**src/rtl/m_prog_loader_pkg.sv**
```systemverilog
// rtl/m_prog_loader_pkg.sv - shared encodings and constants for the serial program loader
package m_prog_loader_pkg;

  localparam int DEF_CLKS_PER_BIT = 100;

  // RISC-V addi x0,x0,0
  localparam logic [31:0] NOP = 32'h0000_0013;

  typedef enum logic [1:0] {
    LD_LEN0 = 2'd0,
    LD_LEN1 = 2'd1,
    LD_DATA = 2'd2,
    LD_DONE = 2'd3
  } ld_state_t;

  typedef enum logic [1:0] {
    RX_IDLE  = 2'd0,
    RX_START = 2'd1,
    RX_BITS  = 2'd2,
    RX_STOP  = 2'd3
  } rx_state_t;

endpackage

```
**src/rtl/m_prog_loader_if.sv**
```systemverilog
// rtl/m_prog_loader_if.sv - received-byte stream from the UART receiver to the loader FSM
interface m_prog_loader_if;
  logic [7:0] tdata;
  logic       tvalid;
  logic       ferr;

  modport master (output tdata, output tvalid, output ferr);
  modport slave  (input  tdata, input  tvalid, input  ferr);
endinterface

```
**src/rtl/m_prog_loader_uart_rx.sv**
```systemverilog
// rtl/m_prog_loader_uart_rx.sv - 8N1 UART receiver with start-glitch rejection and framing-error pulse
module m_uart_rx
  import m_prog_loader_pkg::*;
#(
  parameter int CLKS_PER_BIT = DEF_CLKS_PER_BIT
) (
  input  logic            i_clk,
  input  logic            i_rst_n,
  input  logic            i_rxd,
  m_prog_loader_if.master o_rx
);

  localparam int CNT_W = $clog2(CLKS_PER_BIT);
  localparam logic [CNT_W-1:0] LP_HALF = CNT_W'(CLKS_PER_BIT / 2 - 1);
  localparam logic [CNT_W-1:0] LP_FULL = CNT_W'(CLKS_PER_BIT - 1);

  rx_state_t        r_state;
  rx_state_t        w_next;
  logic             r_sync1;
  logic             r_sync2;
  logic             r_prev;
  logic [CNT_W-1:0] r_cnt;
  logic [2:0]       r_bidx;
  logic [7:0]       r_shift;
  logic             r_valid;
  logic             r_ferr;

  logic w_fall;
  logic w_half;
  logic w_tick;
  logic w_cnt_clr;
  logic w_sample;
  logic w_valid;
  logic w_ferr;

  // r_prev tracks the previous synchronized level so a line already low on
  // return to idle (after a framing error) does not fake a start edge
  assign w_fall = r_prev & ~r_sync2;
  assign w_half = (r_cnt == LP_HALF);
  assign w_tick = (r_cnt == LP_FULL);

  always_ff @(posedge i_clk or negedge i_rst_n) begin
    if (!i_rst_n) r_state <= RX_IDLE;
    else          r_state <= w_next;
  end

  always_comb begin
    w_next = r_state;
    unique case (r_state)
      RX_IDLE:  if (w_fall) w_next = RX_START;
      RX_START: if (w_half) w_next = r_sync2 ? RX_IDLE : RX_BITS;
      RX_BITS:  if (w_tick && (r_bidx == 3'd7)) w_next = RX_STOP;
      RX_STOP:  if (w_tick) w_next = RX_IDLE;
      default:  w_next = RX_IDLE;
    endcase
  end

  always_comb begin
    w_cnt_clr = 1'b0;
    w_sample  = 1'b0;
    w_valid   = 1'b0;
    w_ferr    = 1'b0;
    unique case (r_state)
      RX_IDLE:  w_cnt_clr = 1'b1;
      RX_START: w_cnt_clr = w_half;
      RX_BITS: begin
        w_cnt_clr = w_tick;
        w_sample  = w_tick;
      end
      RX_STOP: begin
        w_cnt_clr = w_tick;
        w_valid   = w_tick & r_sync2;
        w_ferr    = w_tick & ~r_sync2;
      end
      default:  w_cnt_clr = 1'b1;
    endcase
  end

  always_ff @(posedge i_clk or negedge i_rst_n) begin
    if (!i_rst_n) begin
      r_sync1 <= 1'b1;
      r_sync2 <= 1'b1;
      r_prev  <= 1'b1;
      r_cnt   <= '0;
      r_bidx  <= '0;
      r_shift <= '0;
      r_valid <= 1'b0;
      r_ferr  <= 1'b0;
    end else begin
      r_sync1 <= i_rxd;
      r_sync2 <= r_sync1;
      r_prev  <= r_sync2;
      r_cnt   <= w_cnt_clr ? '0 : r_cnt + 1'b1;
      r_valid <= w_valid;
      r_ferr  <= w_ferr;
      if (r_state == RX_IDLE) r_bidx <= '0;
      else if (w_sample)      r_bidx <= r_bidx + 1'b1;
      if (w_sample) r_shift <= {r_sync2, r_shift[7:1]};
    end
  end

  assign o_rx.tdata  = r_shift;
  assign o_rx.tvalid = r_valid;
  assign o_rx.ferr   = r_ferr;

endmodule

```
**src/rtl/m_prog_loader.sv**
```systemverilog
// rtl/m_prog_loader.sv - UART program loader driving the instruction-memory write port and processor reset
module m_prog_loader
  import m_prog_loader_pkg::*;
#(
  parameter int CLKS_PER_BIT = DEF_CLKS_PER_BIT,
  parameter int ADDR_W       = 11,
  parameter int DEPTH        = 2048
) (
  input  logic              w_clk,
  input  logic              w_rst_n,
  input  logic              w_rxd,
  output logic              r_we,
  output logic [ADDR_W-1:0] r_addr,
  output logic [31:0]       r_data,
  output logic              r_busy,
  output logic              r_done,
  output logic              r_err,
  output logic              r_proc_rst_n
);

  localparam int IDX_W = ADDR_W + 1;

  m_prog_loader_if u_rx_if ();

  m_uart_rx #(
    .CLKS_PER_BIT(CLKS_PER_BIT)
  ) u_rx (
    .i_clk  (w_clk),
    .i_rst_n(w_rst_n),
    .i_rxd  (w_rxd),
    .o_rx   (u_rx_if.master)
  );

  ld_state_t        r_state;
  ld_state_t        w_next;
  logic [15:0]      r_len;
  logic             r_len_pend;
  logic [IDX_W-1:0] r_widx;
  logic [1:0]       r_bidx;
  logic [31:0]      r_word;

  logic       w_byte;
  logic       w_ferr;
  logic [7:0] w_rx_byte;
  logic       w_len_zero;
  logic       w_len_big;
  logic       w_last;

  logic w_start;
  logic w_len_hi;
  logic w_eval;
  logic w_abort;
  logic w_shift;
  logic w_write;
  logic w_finish;
  logic w_too_big;

  assign w_byte     = u_rx_if.tvalid;
  assign w_ferr     = u_rx_if.ferr;
  assign w_rx_byte  = u_rx_if.tdata;
  assign w_len_zero = (r_len == 16'd0);
  assign w_len_big  = (32'(r_len) > DEPTH);
  // r_widx has already advanced past the word currently on the write port
  assign w_last     = (32'(r_widx) == 32'(r_len));

  always_ff @(posedge w_clk or negedge w_rst_n) begin
    if (!w_rst_n) r_state <= LD_LEN0;
    else          r_state <= w_next;
  end

  // The length is evaluated one cycle after its high byte, once r_len is complete
  always_comb begin
    w_next = r_state;
    unique case (r_state)
      LD_LEN0, LD_DONE: if (w_byte) w_next = LD_LEN1;
      LD_LEN1: begin
        if (w_ferr)               w_next = LD_LEN0;
        else if (r_len_pend) begin
          if (w_len_zero)         w_next = LD_DONE;
          else if (w_len_big)     w_next = LD_LEN0;
          else                    w_next = LD_DATA;
        end
      end
      LD_DATA: begin
        if (w_ferr)               w_next = LD_LEN0;
        else if (r_we && w_last)  w_next = LD_DONE;
      end
      default:                    w_next = LD_LEN0;
    endcase
  end

  always_comb begin
    w_start   = 1'b0;
    w_len_hi  = 1'b0;
    w_eval    = 1'b0;
    w_abort   = 1'b0;
    w_shift   = 1'b0;
    w_write   = 1'b0;
    w_finish  = 1'b0;
    w_too_big = 1'b0;
    unique case (r_state)
      LD_LEN0, LD_DONE: w_start = w_byte;
      LD_LEN1: begin
        w_abort   = w_ferr;
        w_len_hi  = w_byte & ~r_len_pend;
        w_eval    = r_len_pend & ~w_ferr;
        w_finish  = w_eval & w_len_zero;
        w_too_big = w_eval & ~w_len_zero & w_len_big;
      end
      LD_DATA: begin
        w_abort  = w_ferr;
        w_shift  = w_byte;
        w_write  = w_byte & (r_bidx == 2'd3);
        w_finish = r_we & w_last & ~w_ferr;
      end
      default: ;
    endcase
  end

  always_ff @(posedge w_clk or negedge w_rst_n) begin
    if (!w_rst_n) begin
      r_we         <= 1'b0;
      r_addr       <= '0;
      r_data       <= '0;
      r_busy       <= 1'b0;
      r_done       <= 1'b0;
      r_err        <= 1'b0;
      r_proc_rst_n <= 1'b0;
      r_len        <= '0;
      r_len_pend   <= 1'b0;
      r_widx       <= '0;
      r_bidx       <= '0;
      r_word       <= '0;
    end else begin
      r_we <= w_write;
      if (w_start) begin
        r_len[7:0]   <= w_rx_byte;
        r_len_pend   <= 1'b0;
        r_busy       <= 1'b1;
        r_done       <= 1'b0;
        r_proc_rst_n <= 1'b0;
      end
      if (w_len_hi) begin
        r_len[15:8] <= w_rx_byte;
        r_len_pend  <= 1'b1;
      end
      if (w_eval) begin
        r_len_pend <= 1'b0;
        r_widx     <= '0;
        r_bidx     <= '0;
      end
      if (w_shift) begin
        r_word <= {w_rx_byte, r_word[31:8]};
        r_bidx <= r_bidx + 1'b1;
      end
      if (w_write) begin
        r_data <= {w_rx_byte, r_word[31:8]};
        r_addr <= r_widx[ADDR_W-1:0];
        r_widx <= r_widx + 1'b1;
      end
      if (w_finish) begin
        r_done       <= 1'b1;
        r_busy       <= 1'b0;
        r_proc_rst_n <= 1'b1;
        r_err        <= 1'b0;
      end
      if (w_abort || w_too_big) begin
        r_busy     <= 1'b0;
        r_len_pend <= 1'b0;
      end
      if (w_ferr || w_too_big) r_err <= 1'b1;
    end
  end

endmodule
```
**config.mk**
```make
export PLATFORM = sky130hd
export DESIGN_NAME = m_prog_loader
export DESIGN_NICKNAME = d
export VERILOG_FILES = /design/src/rtl/m_prog_loader_pkg.sv /design/src/rtl/m_prog_loader_if.sv /design/src/rtl/m_prog_loader_uart_rx.sv /design/src/rtl/m_prog_loader.sv
export SDC_FILE = /design/constraint.sdc
export NUM_CORES = 1
export LEC_CHECK = 0
export CORE_ASPECT_RATIO = 1.75
export CORE_MARGIN = 10
export CORE_UTILIZATION = 50
export DETAILED_ROUTE_END_ITERATION = 16
export PLACE_DENSITY = 0.78
export RECOVER_POWER = 50
export SYNTH_ARGS = -nofsm -noshare
export SYNTH_HDL_FRONTEND = slang
export SYNTH_SLANG_ARGS = --single-unit
```
**constraint.sdc**
```tcl
create_clock -name w_clk -period 3.64 [get_ports w_clk]
set_input_delay 0.728 -clock w_clk [delete_from_list [all_inputs] [get_ports w_clk]]
set_output_delay 0.728 -clock w_clk [all_outputs]
set_load 0.03 [all_outputs]
```
==> results.ini, run 1 <==
[finish]
final_area_sq_um = 6660
mostFrequentLayoutCells = nand2_1, dfrtp_1, mux2_2, clkdlybuf4s50_1, nor2_1
syn_to_final_growth_pct = 22.9
final_common_cell = nand2_1
fin_nets = 564
drive_gt1_frac = 0.164
diodes = 0

[clock_tree]
tritoncts = done
cts.clk_slew.worst_paths_ps = 50
post_cts_buffers = 0
cts_sinks = 129
cts.path.max_buffers = 2
clockRootBuffer = clkbuf_16
hold_buffers = 0
cts_buffers = 17
clk_latency_ps = 410
post_cts_resized = 0
htreeDepth = 4

[yosys]
syn_area_per_cell_sq_um = 10.9
yosysWarnings = 0
synthesis.area_sq_um = 5420
synth_nets = 510
ys_ff_latch = 129
ys_top_cells_by_area = dfrtp_1, nand2_1, mux2_2
yosysSeqAreaShare = 0.596
yosys.area.top_type = dfrtp_1
synth_cell_type_count = 43
synth_top_area_frac = 0.582
syn_inst = 499

[sta]
final.period_utilization = 0.792
setup_viol = 0
fmaxAchievable_mhz = 347
max_slew.worst_pin.slew_ps = 1410
slew_violations = 0
finalHoldViolCount = 0
layout_min_cycle_time_ps = 2880
setup_tns_ps = 0
fin_ws_ps = 757
hold_slack_ps = 365
maxSlewHeadroom = 0.0604
rsz0062_at_grt = no
fin_skew_ps = 8.69

[worst_setup_path]
required_ps = 3960
crit_path_end_kind = flip-flop
rrSetupSlack_ps = 760
crit_type = flip-flop to flip-flop
r2r-end = r_widx[8]
cp.arrival_ps = 3200
rr_worst_depth = 8
startpoint_type = flip-flop
r2r-start = r_state[0]
cp_max_fo = 54

[detailed_routing]
drtAntennaViolNets = 0
routedWlPerCell_um = 17.2
viasPerCell = 5.45
dr_wl_met3_um = 450
drcViolationCount = 0
m1WireLength_um = 4380
highest_layer = met4
drt_wl_total_um = 11900
first_pass_iters = 4
met2_wirelength_um = 6840
dr_total_vias = 3796
first_iter_violations = 119

[pwr]
powerDensity_nw_per_um2 = 514
ir_drop_mv = 0.412
p_leak_nw = 3.35

[global_routing]
grt_overflow = 0
first_global_vias = 4060
antenna_found_initial = 0
grt_max_degree = 58
grtUsageTotal = 0.160
grt_pass1_wl_um = 20000

[placed_design]
place_hpwl_um = 7940
dpl_cell_area_sq_um = 6030
io_buffers = 50
gp_congestion = 0.836
dp_slack_ps = 935

[min_path]
holdPathStages = 0
hp-class = flip-flop to flip-flop
whs_endpoint = u_rx.r_sync2
hp-start = u_rx.r_sync1

[floorplan]
dieArea_sq_um = 15600
rows = 50
coreArea_sq_um = 10600
io_pins = 51
die_x_um = 98.7
start_util = 0.510
die_h_um = 158

[job]
drv_cap = 0

[run_status]
status = completed

-- sequential cells by signal (all words and copies together) (netlist names), named ones only --
register and cells:
r_proc_rst_n 1, r_bidx 2, r_word 24, u_rx.r_cnt 7, r_err 1, u_rx.o_rx.tdata 8
r_widx 12, r_state 2, u_rx.r_sync1 1, u_rx.r_prev 1, u_rx.r_state 1, u_rx.o_rx.ferr 1
u_rx.r_sync2 1, r_len 16, r_data 32, r_addr 11, u_rx.o_rx.tvalid 1, r_we 1
r_busy 1, u_rx.r_bidx 3, r_len_pend 1
-- cell families after synthesis --
logic type,share of synthesized area
AND/OR/NAND/NOR,0.175
flip-flops,0.596
multiplexers,0.109
AO/OA/AOI/OAI,0.0499
buffers and inverters,0.0240
XOR/XNOR,0.0275
adder cells (fa/ha/maj),0.0185
-- cell usage after synthesis, drive strengths merged --
cell type / n
and4: 2
clkinv: 1
or4: 3
a22oi: 2
nand4: 5
dfstp: 3
nor2b: 3
and3: 4
nand3b: 1
buf: 3
nand2: 150
a31oi: 3
a21o: 1
o41ai: 2
mux2: 49
nor2: 24
nand3: 11
nor4b: 1
mux2i: 4
or4b: 1
a22o: 1
a21oi: 9
o21ai: 23
inv: 9
o221ai: 1
xnor2: 12
nor4: 5
and2: 1
a21boi: 1
dfrtp: 126
nor3: 4
a211o: 1
ha: 8
clkbuf: 17
xor2: 5
nand2b: 2
a2111o: 1
-- power breakdown --
group / switching (mW) / leakage [nW] / internal, mW
registers: 0.0395 / 1.78 / 1.47
logic: 0.0668 / 1.26 / 0.0398
clock network: 0.599 / 0.312 / 1.21
total: 0.705 / 3.35 / 2.72
-- layer usage --
layer | global-route usage | vias to the layer above
met5 | 0 | -
met4 | 0.0733 | 0
met3 | 0.0410 | 25
met2 | 0.303 | 67
met1 | 0.157 | 1928
li1 | - | 1776
-- through the flow --
| stage | cells | util | power (mW) |
|---|---|---|---|
| 3_3_place_gp | 664 | 0.567 | 1.63 |
| 3_5_place_dp | 664 | 0.567 | 1.64 |
| 6_report | 696 | 0.626 | 3.43 |
| 5_1_grt | 696 | 0.626 | 3.54 |
| 4_1_cts | 696 | 0.627 | 3.45 |
| 2_1_floorplan | 499 | - | 1.58 |
-- worst max-delay path: stages, from the launching register on --
cell and delay, ps:
dfrtp_1 370, inv_1 60, ha_1 260, nand3_2 90, buf_4 460, clkinv_1 440, a21oi_1 650, o21ai_0 300
o21ai_0 160
-- final cells by class --
cell class	instances	area, sq um
Fill cell	825	3970
Sequential cell	129	3230
Multi-Input combinational cell	340	2060
Timing Repair Buffer	55	527
Clock buffer	22	484
Tap cell	130	163
Clock inverter	10	155
Inverter	10	37.5
-- worst max path at each step --
stage	start	slack, ps	endpoint	cells after the start
2_1_floorplan	r_len[14]	1440	r_state[0]	5
3_3_place_gp	r_state[0]	1140	r_widx[5]	8
3_5_place_dp	r_state[0]	940	r_widx[6]	8
4_1_cts	r_state[0]	800	r_widx[8]	8
5_1_grt	r_state[0]	540	r_widx[8]	8
6_report	r_state[0]	760	r_widx[8]	8
(Power assumes the default switching activity.)
==> inputs of run 2 (changes only) <==
==> constraint.sdc (replaced) <==
create_clock -name w_clk -period 2.7 [get_ports w_clk]
set_input_delay 0.54 -clock w_clk [delete_from_list [all_inputs] [get_ports w_clk]]
set_output_delay 0.54 -clock w_clk [all_outputs]
set_load 0.03 [all_outputs]
==> run 2 against run 1 <==
Non-clock buffer count stayed put. First-iteration DRC count is 70% higher. Register-to-register slack worse by 420 ps. Critical path type unchanged. Cell area is 1.1% lower. Sequential power is 34% higher. Via count is 0.92% lower.
==> results.ini, run 2 (synthesis gave the netlist of run 1 again) <==
[run_status]
status = completed  ; unchanged

[worst_setup_path]
required_ps = 2990  ; was 3960 ps
startpoint_type = flip-flop  ; unchanged
cp.arrival_ps = 2660  ; was 3200 ps
crit_path_end_kind = flip-flop  ; unchanged
crit_type = flip-flop to flip-flop  ; unchanged
cp_max_fo = 27  ; was 54

[placed_design]
gp_congestion = 0.844  ; was 0.836
io_buffers = 50  ; unchanged
place_hpwl_um = 7820  ; was 7940 um

[global_routing]
first_global_vias = 3948  ; was 4060
antenna_found_initial = 0  ; unchanged
grtUsageTotal = 0.151  ; was 0.160
grt_overflow = 0  ; unchanged
grt_max_degree = 53  ; was 58
grt_pass1_wl_um = 19200  ; was 20000 um

[detailed_routing]
drtAntennaViolNets = 0  ; unchanged
drcViolationCount = 0  ; unchanged
routedWlPerCell_um = 16.1  ; was 17.2 um
dr_total_vias = 3761  ; was 3796
drt_wl_total_um = 11200  ; was 11900 um
first_pass_iters = 5  ; was 4
viasPerCell = 5.40  ; was 5.45
first_iter_violations = 202  ; was 119

[finish]
diodes = 0  ; unchanged
mostFrequentLayoutCells = nand2_1, dfrtp_1, mux2_2, clkdlybuf4s50_1, nor2_1  ; unchanged
largest_register_ffs = 32  ; unchanged
largest_register = r_data  ; unchanged
biggestRegsByFlops = r_data (32), r_word (24), r_len (16)  ; unchanged
syn_to_final_growth_pct = 21.6  ; was 22.9%
fin_nets = 564  ; unchanged
fillers = 857  ; was 825
final_common_cell = nand2_1  ; unchanged
drive_gt1_frac = 0.163  ; was 0.164
final_util = 0.620  ; was 0.626

[sta]
fmaxAchievable_mhz = 423  ; was 347 MHz
fin_skew_ps = 15.0  ; was 8.69 ps
setup_tns_ps = 0  ; unchanged
layout_min_cycle_time_ps = 2370  ; was 2880 ps
slew_violations = 0  ; unchanged
final.period_utilization = 0.876  ; was 0.792
rsz0062_at_grt = no  ; unchanged
finalHoldViolCount = 0  ; unchanged
maxSlewHeadroom = 0.0491  ; was 0.0604
max_slew.worst_pin.slew_ps = 1430  ; was 1410 ps
hold_slack_ps = 368  ; was 365 ps
setup_viol = 0  ; unchanged

[pwr]
ir_drop_mv = 0.544  ; was 0.412 mV
p_leak_nw = 3.32  ; was 3.35 nW
powerDensity_nw_per_um2 = 658  ; was 514 nW/um^2

[clock_tree]
clockRootBuffer = clkbuf_16  ; unchanged
post_cts_resized = 0  ; unchanged
post_cts_buffers = 0  ; unchanged
hold_buffers = 0  ; unchanged
htreeDepth = 4  ; unchanged
clk_latency_ps = 410  ; about the same
cts_sinks = 129  ; unchanged
tritoncts = done  ; unchanged
cts_buffers = 17  ; unchanged
cts.clk_slew.worst_paths_ps = 50  ; about the same
cts.path.max_buffers = 2  ; unchanged

[floorplan]
rows = 50  ; unchanged
dieArea_sq_um = 15600  ; unchanged
die_x_um = 98.7  ; unchanged
start_util = 0.510  ; unchanged
coreArea_sq_um = 10600  ; unchanged
die_h_um = 158  ; unchanged
io_pins = 51  ; unchanged

[job]
drv_cap = 0  ; unchanged

[min_path]
hp-class = flip-flop to flip-flop  ; unchanged

run 2: changes by cell type in the layout (fill, tap and decap cells not counted), moves of 2 or more:
cell	previous run	this run
clkinv_2	4	6
buf_4	3	1
bufinv_16	4	2
clkbuf_2	2	4
clkbuf_8	4	2
run 2: worst paths after layout:
| kind | startpoint | endpoint | slack (ps) | cells after the start |
|---|---|---|---|---|
| worst min-delay path | u_rx.r_sync1 | u_rx.r_sync2 | 370 | 0 |
| min in group asynchronous | w_rst_n | r_bidx[0] | 400 | 1 |
| max in group asynchronous | w_rst_n | r_data[28] | 580 | 2 |
| worst max register to register | r_state[0] | r_word[12] | 330 | 5 |
| worst max-delay path | r_state[0] | r_word[12] | 330 | 5 |
| worst min register to register | u_rx.r_sync1 | u_rx.r_sync2 | 370 | 0 |
run 2: layout make-up:
cell class,instances,area [sq um],share of cell area
clock buffer,21,460,0.0699
clock inverter,11,113,0.0171
inverter,10,37.5,0.00570
multi-input combinational,340,2060,0.313
sequential,129,3230,0.490
tap,130,163,0.0247
timing repair buffer,55,522,0.0792
run 2: critical path, cell delays in order (launching register included):
cell      delay (ps)
dfrtp_1          360
inv_1             50
ha_1             270
nand2_1           90
clkbuf_1        1030
mux2_2           440
run 2: where the power goes:
group / internal, mW / switching (mW)
Sequential: 1.98 / 0.0494
Clock: 1.39 / 0.778
Combinational: 0.0527 / 0.0863
run 2: per-stage QoR:
| step | worst slack [ps] | cell area (sq um) | power, mW | cells |
|---|---|---|---|---|
| after CTS | 353 | 6630 | 4.39 | 696 |
| final | 334 | 6590 | 4.34 | 696 |
| after global placement | 422 | 6060 | 2.19 | 664 |
| after floorplan | 505 | 5420 | 2.13 | 499 |
| after detailed placement | 388 | 6060 | 2.21 | 664 |
| after global routing | 164 | 6590 | 4.51 | 696 |
run 2: routing by layer:
layer	wire [um]	vias up	GRT usage
li1	-	1789	-
met1	4320	1886	0.158
met2	6430	74	0.281
met3	344	12	0.0419
met4	121	0	0.0521
met5	0	-	0
==> inputs of run 3 (changes only) <==
--- a/config.mk
+++ b/config.mk
@@ -5,12 +5,12 @@
 export SDC_FILE = /design/constraint.sdc
 export NUM_CORES = 1
 export LEC_CHECK = 0
-export CORE_ASPECT_RATIO = 1.75
 export CORE_MARGIN = 10
 export CORE_UTILIZATION = 50
 export DETAILED_ROUTE_END_ITERATION = 16
 export PLACE_DENSITY = 0.78
 export RECOVER_POWER = 50
+export SLEW_MARGIN = 40
 export SYNTH_ARGS = -nofsm -noshare
 export SYNTH_HDL_FRONTEND = slang
 export SYNTH_SLANG_ARGS = --single-unit
==> run 3 against run 2 <==
The run now ends with max-capacitance violations, max-slew violations left. Largest power group unchanged. Die area is 1.1% lower. Clock-buffer cell count is 2 lower. Sequential share of layout area is 1.1 points lower. Cell count is 1.3% higher. Clock skew is 9.5 ps lower. Clock power is 19% higher. Via count is 0.40% lower.
==> results.ini, run 3 (synthesis gave the netlist of run 1 again) <==
[floorplan]
dieArea_sq_um = 15400  ; was 15600 sq um
coreArea_sq_um = 10500  ; was 10600 sq um
die_h_um = 124  ; was 158 um
start_util = 0.518  ; was 0.510
io_pins = 51  ; unchanged
rows = 37  ; was 50
die_x_um = 124  ; was 98.7 um

[job]
drv_cap = 1  ; was 0

[detailed_routing]
drtAntennaViolNets = 0  ; unchanged
first_pass_iters = 5  ; unchanged
drt_wl_total_um = 11000  ; was 11200 um
dr_total_vias = 3746  ; was 3761
routedWlPerCell_um = 15.6  ; was 16.1 um
viasPerCell = 5.31  ; was 5.40
first_iter_violations = 301  ; was 202
drcViolationCount = 0  ; unchanged

[pwr]
ir_drop_mv = 0.572  ; was 0.544 mV
power_frac_seq = 0.426  ; was 0.467
p_leak_nw = 3.38  ; was 3.32 nW
switching_share = 0.205  ; was 0.211
powerDensity_nw_per_um2 = 704  ; was 658 nW/um^2
report.power.total_mw = 4.75  ; was 4.34 mW
power_frac_comb = 0.031  ; was 0.032
switchingPower_mw = 0.975  ; was 0.914 mW
internal_power_mw = 3.77  ; was 3.43 mW
power_frac_clock = 0.543  ; was 0.501

[sta]
setup_tns_ps = 0  ; unchanged
finalHoldViolCount = 0  ; unchanged
final.period_utilization = 0.872  ; was 0.876
max_slew.worst_pin.slew_ps = 2210  ; was 1430 ps
fin_ws_ps = 347  ; was 334 ps
slew_violations = 39  ; was 0
layout_min_cycle_time_ps = 2350  ; was 2370 ps
setup_viol = 0  ; unchanged
fmaxAchievable_mhz = 425  ; was 423 MHz
fin_skew_ps = 5.52  ; was 15.0 ps
rsz0062_at_grt = no  ; unchanged
maxSlewHeadroom = -0.473  ; was 0.0491

[worst_setup_path]
required_ps = 3090  ; was 2990 ps
crit_path_end_kind = flip-flop  ; unchanged
startpoint_type = flip-flop  ; unchanged
cp.arrival_ps = 2740  ; was 2660 ps
crit_type = flip-flop to flip-flop  ; unchanged
cp_max_fo = 4  ; was 27

[finish]
syn_to_final_growth_pct = 24.4  ; was 21.6%
final_common_cell = nand2_1  ; unchanged
drive_gt1_frac = 0.165  ; was 0.163
fillers = 793  ; was 857
fin_nets = 567  ; was 564
final_util = 0.644  ; was 0.620
biggestRegsByFlops = r_data (32), r_word (24), r_len (16)  ; unchanged
diodes = 0  ; unchanged
largest_register_ffs = 32  ; unchanged
mostFrequentLayoutCells = nand2_1, dfrtp_1, mux2_2, clkdlybuf4s50_1, nor2_1  ; unchanged
largest_register = r_data  ; unchanged

[clock_tree]
cts.path.max_buffers = 2  ; unchanged
cts_buffers = 17  ; unchanged
clockRootBuffer = clkbuf_8  ; was clkbuf_16
tritoncts = done  ; unchanged
htreeDepth = 4  ; unchanged
post_cts_buffers = 0  ; unchanged
clk_latency_ps = 510  ; was 410 ps
post_cts_resized = 0  ; unchanged
hold_buffers = 0  ; unchanged
cts_sinks = 129  ; unchanged
cts.clk_slew.worst_paths_ps = 60  ; was 50 ps

[global_routing]
first_global_vias = 3878  ; was 3948
grt_pass1_wl_um = 18800  ; was 19200 um
grt_overflow = 0  ; unchanged
grt_max_degree = 49  ; was 53
antenna_found_initial = 0  ; unchanged
grtUsageTotal = 0.153  ; was 0.151

[run_status]
violations = max-capacitance violations, max-slew violations
status = finished with violations  ; was completed

[placed_design]
dp_slack_ps = 381  ; was 388 ps
io_buffers = 50  ; unchanged
place_hpwl_um = 7390  ; was 7820 um
gp_congestion = 0.812  ; was 0.844

[min_path]
hp-class = flip-flop to flip-flop  ; unchanged

-- run 3: changes by cell type in the layout (fill, tap and decap cells not counted), sizes merged --
cell	change
buf	+5
bufinv	+4
clkbuf	-4
clkinv	-2
clkinvlp	-1
inv	+1
-- run 3: worst paths after layout --
path,start,endpoint,slack [ps],depth (start not counted)
min in group asynchronous,w_rst_n,r_data[8],670,1
worst max-delay path,r_len[14],r_state[0],350,5
worst min-delay path,u_rx.r_sync1,u_rx.r_sync2,360,0
worst min register to register,u_rx.r_sync1,u_rx.r_sync2,360,0
worst max register to register,r_len[14],r_state[0],350,5
max in group asynchronous,w_rst_n,r_data[20],760,1
-- run 3: final cells by class --
| cell class | count | area, sq um | area share |
|---|---|---|---|
| multi-input combinational | 340 | 2060 | 0.305 |
| clock buffer | 19 | 442 | 0.0655 |
| tap | 136 | 170 | 0.0252 |
| inverter | 10 | 37.5 | 0.00557 |
| timing repair buffer | 58 | 572 | 0.0848 |
| clock inverter | 13 | 231 | 0.0343 |
| sequential | 129 | 3230 | 0.479 |
-- run 3: critical path: stages, from the launching register on --
cell,delay (ps)
dfrtp_1,390
or4_4,560
or4_4,540
nor4_4,230
o221ai_2,170
mux2_1,330
-- run 3: routing by layer --
| metal | GRT usage | up-vias | wire (um) | share of wire |
|---|---|---|---|---|
| met5 | 0 | - | 0 | 0 |
| met4 | 0.0475 | 0 | 144 | 0.013 |
| met3 | 0.0471 | 13 | 549 | 0.050 |
| met2 | 0.255 | 84 | 5480 | 0.50 |
| met1 | 0.188 | 1852 | 4810 | 0.44 |
| li1 | - | 1797 | - | - |
-- run 3: power groups by stage --
stage	sequential, mW	clock, mW	combinational (mW)
floorplan	2.04	0	0.0907
global placement	2.05	0	0.141
detailed placement	2.06	0	0.151
CTS	2.02	2.61	0.152
global route	2.03	2.70	0.178
finish	2.02	2.58	0.146
-- run 3: metrics by stage --
step                      std cells  hold WS, ps  instance area (sq um)
after floorplan                 499          244                   5420
after global placement          673          348                   6090
after detailed placement        673          347                   6090
after CTS                       705         4.01                   6760
after global routing            705          370                   6740
final                           705          361                   6740
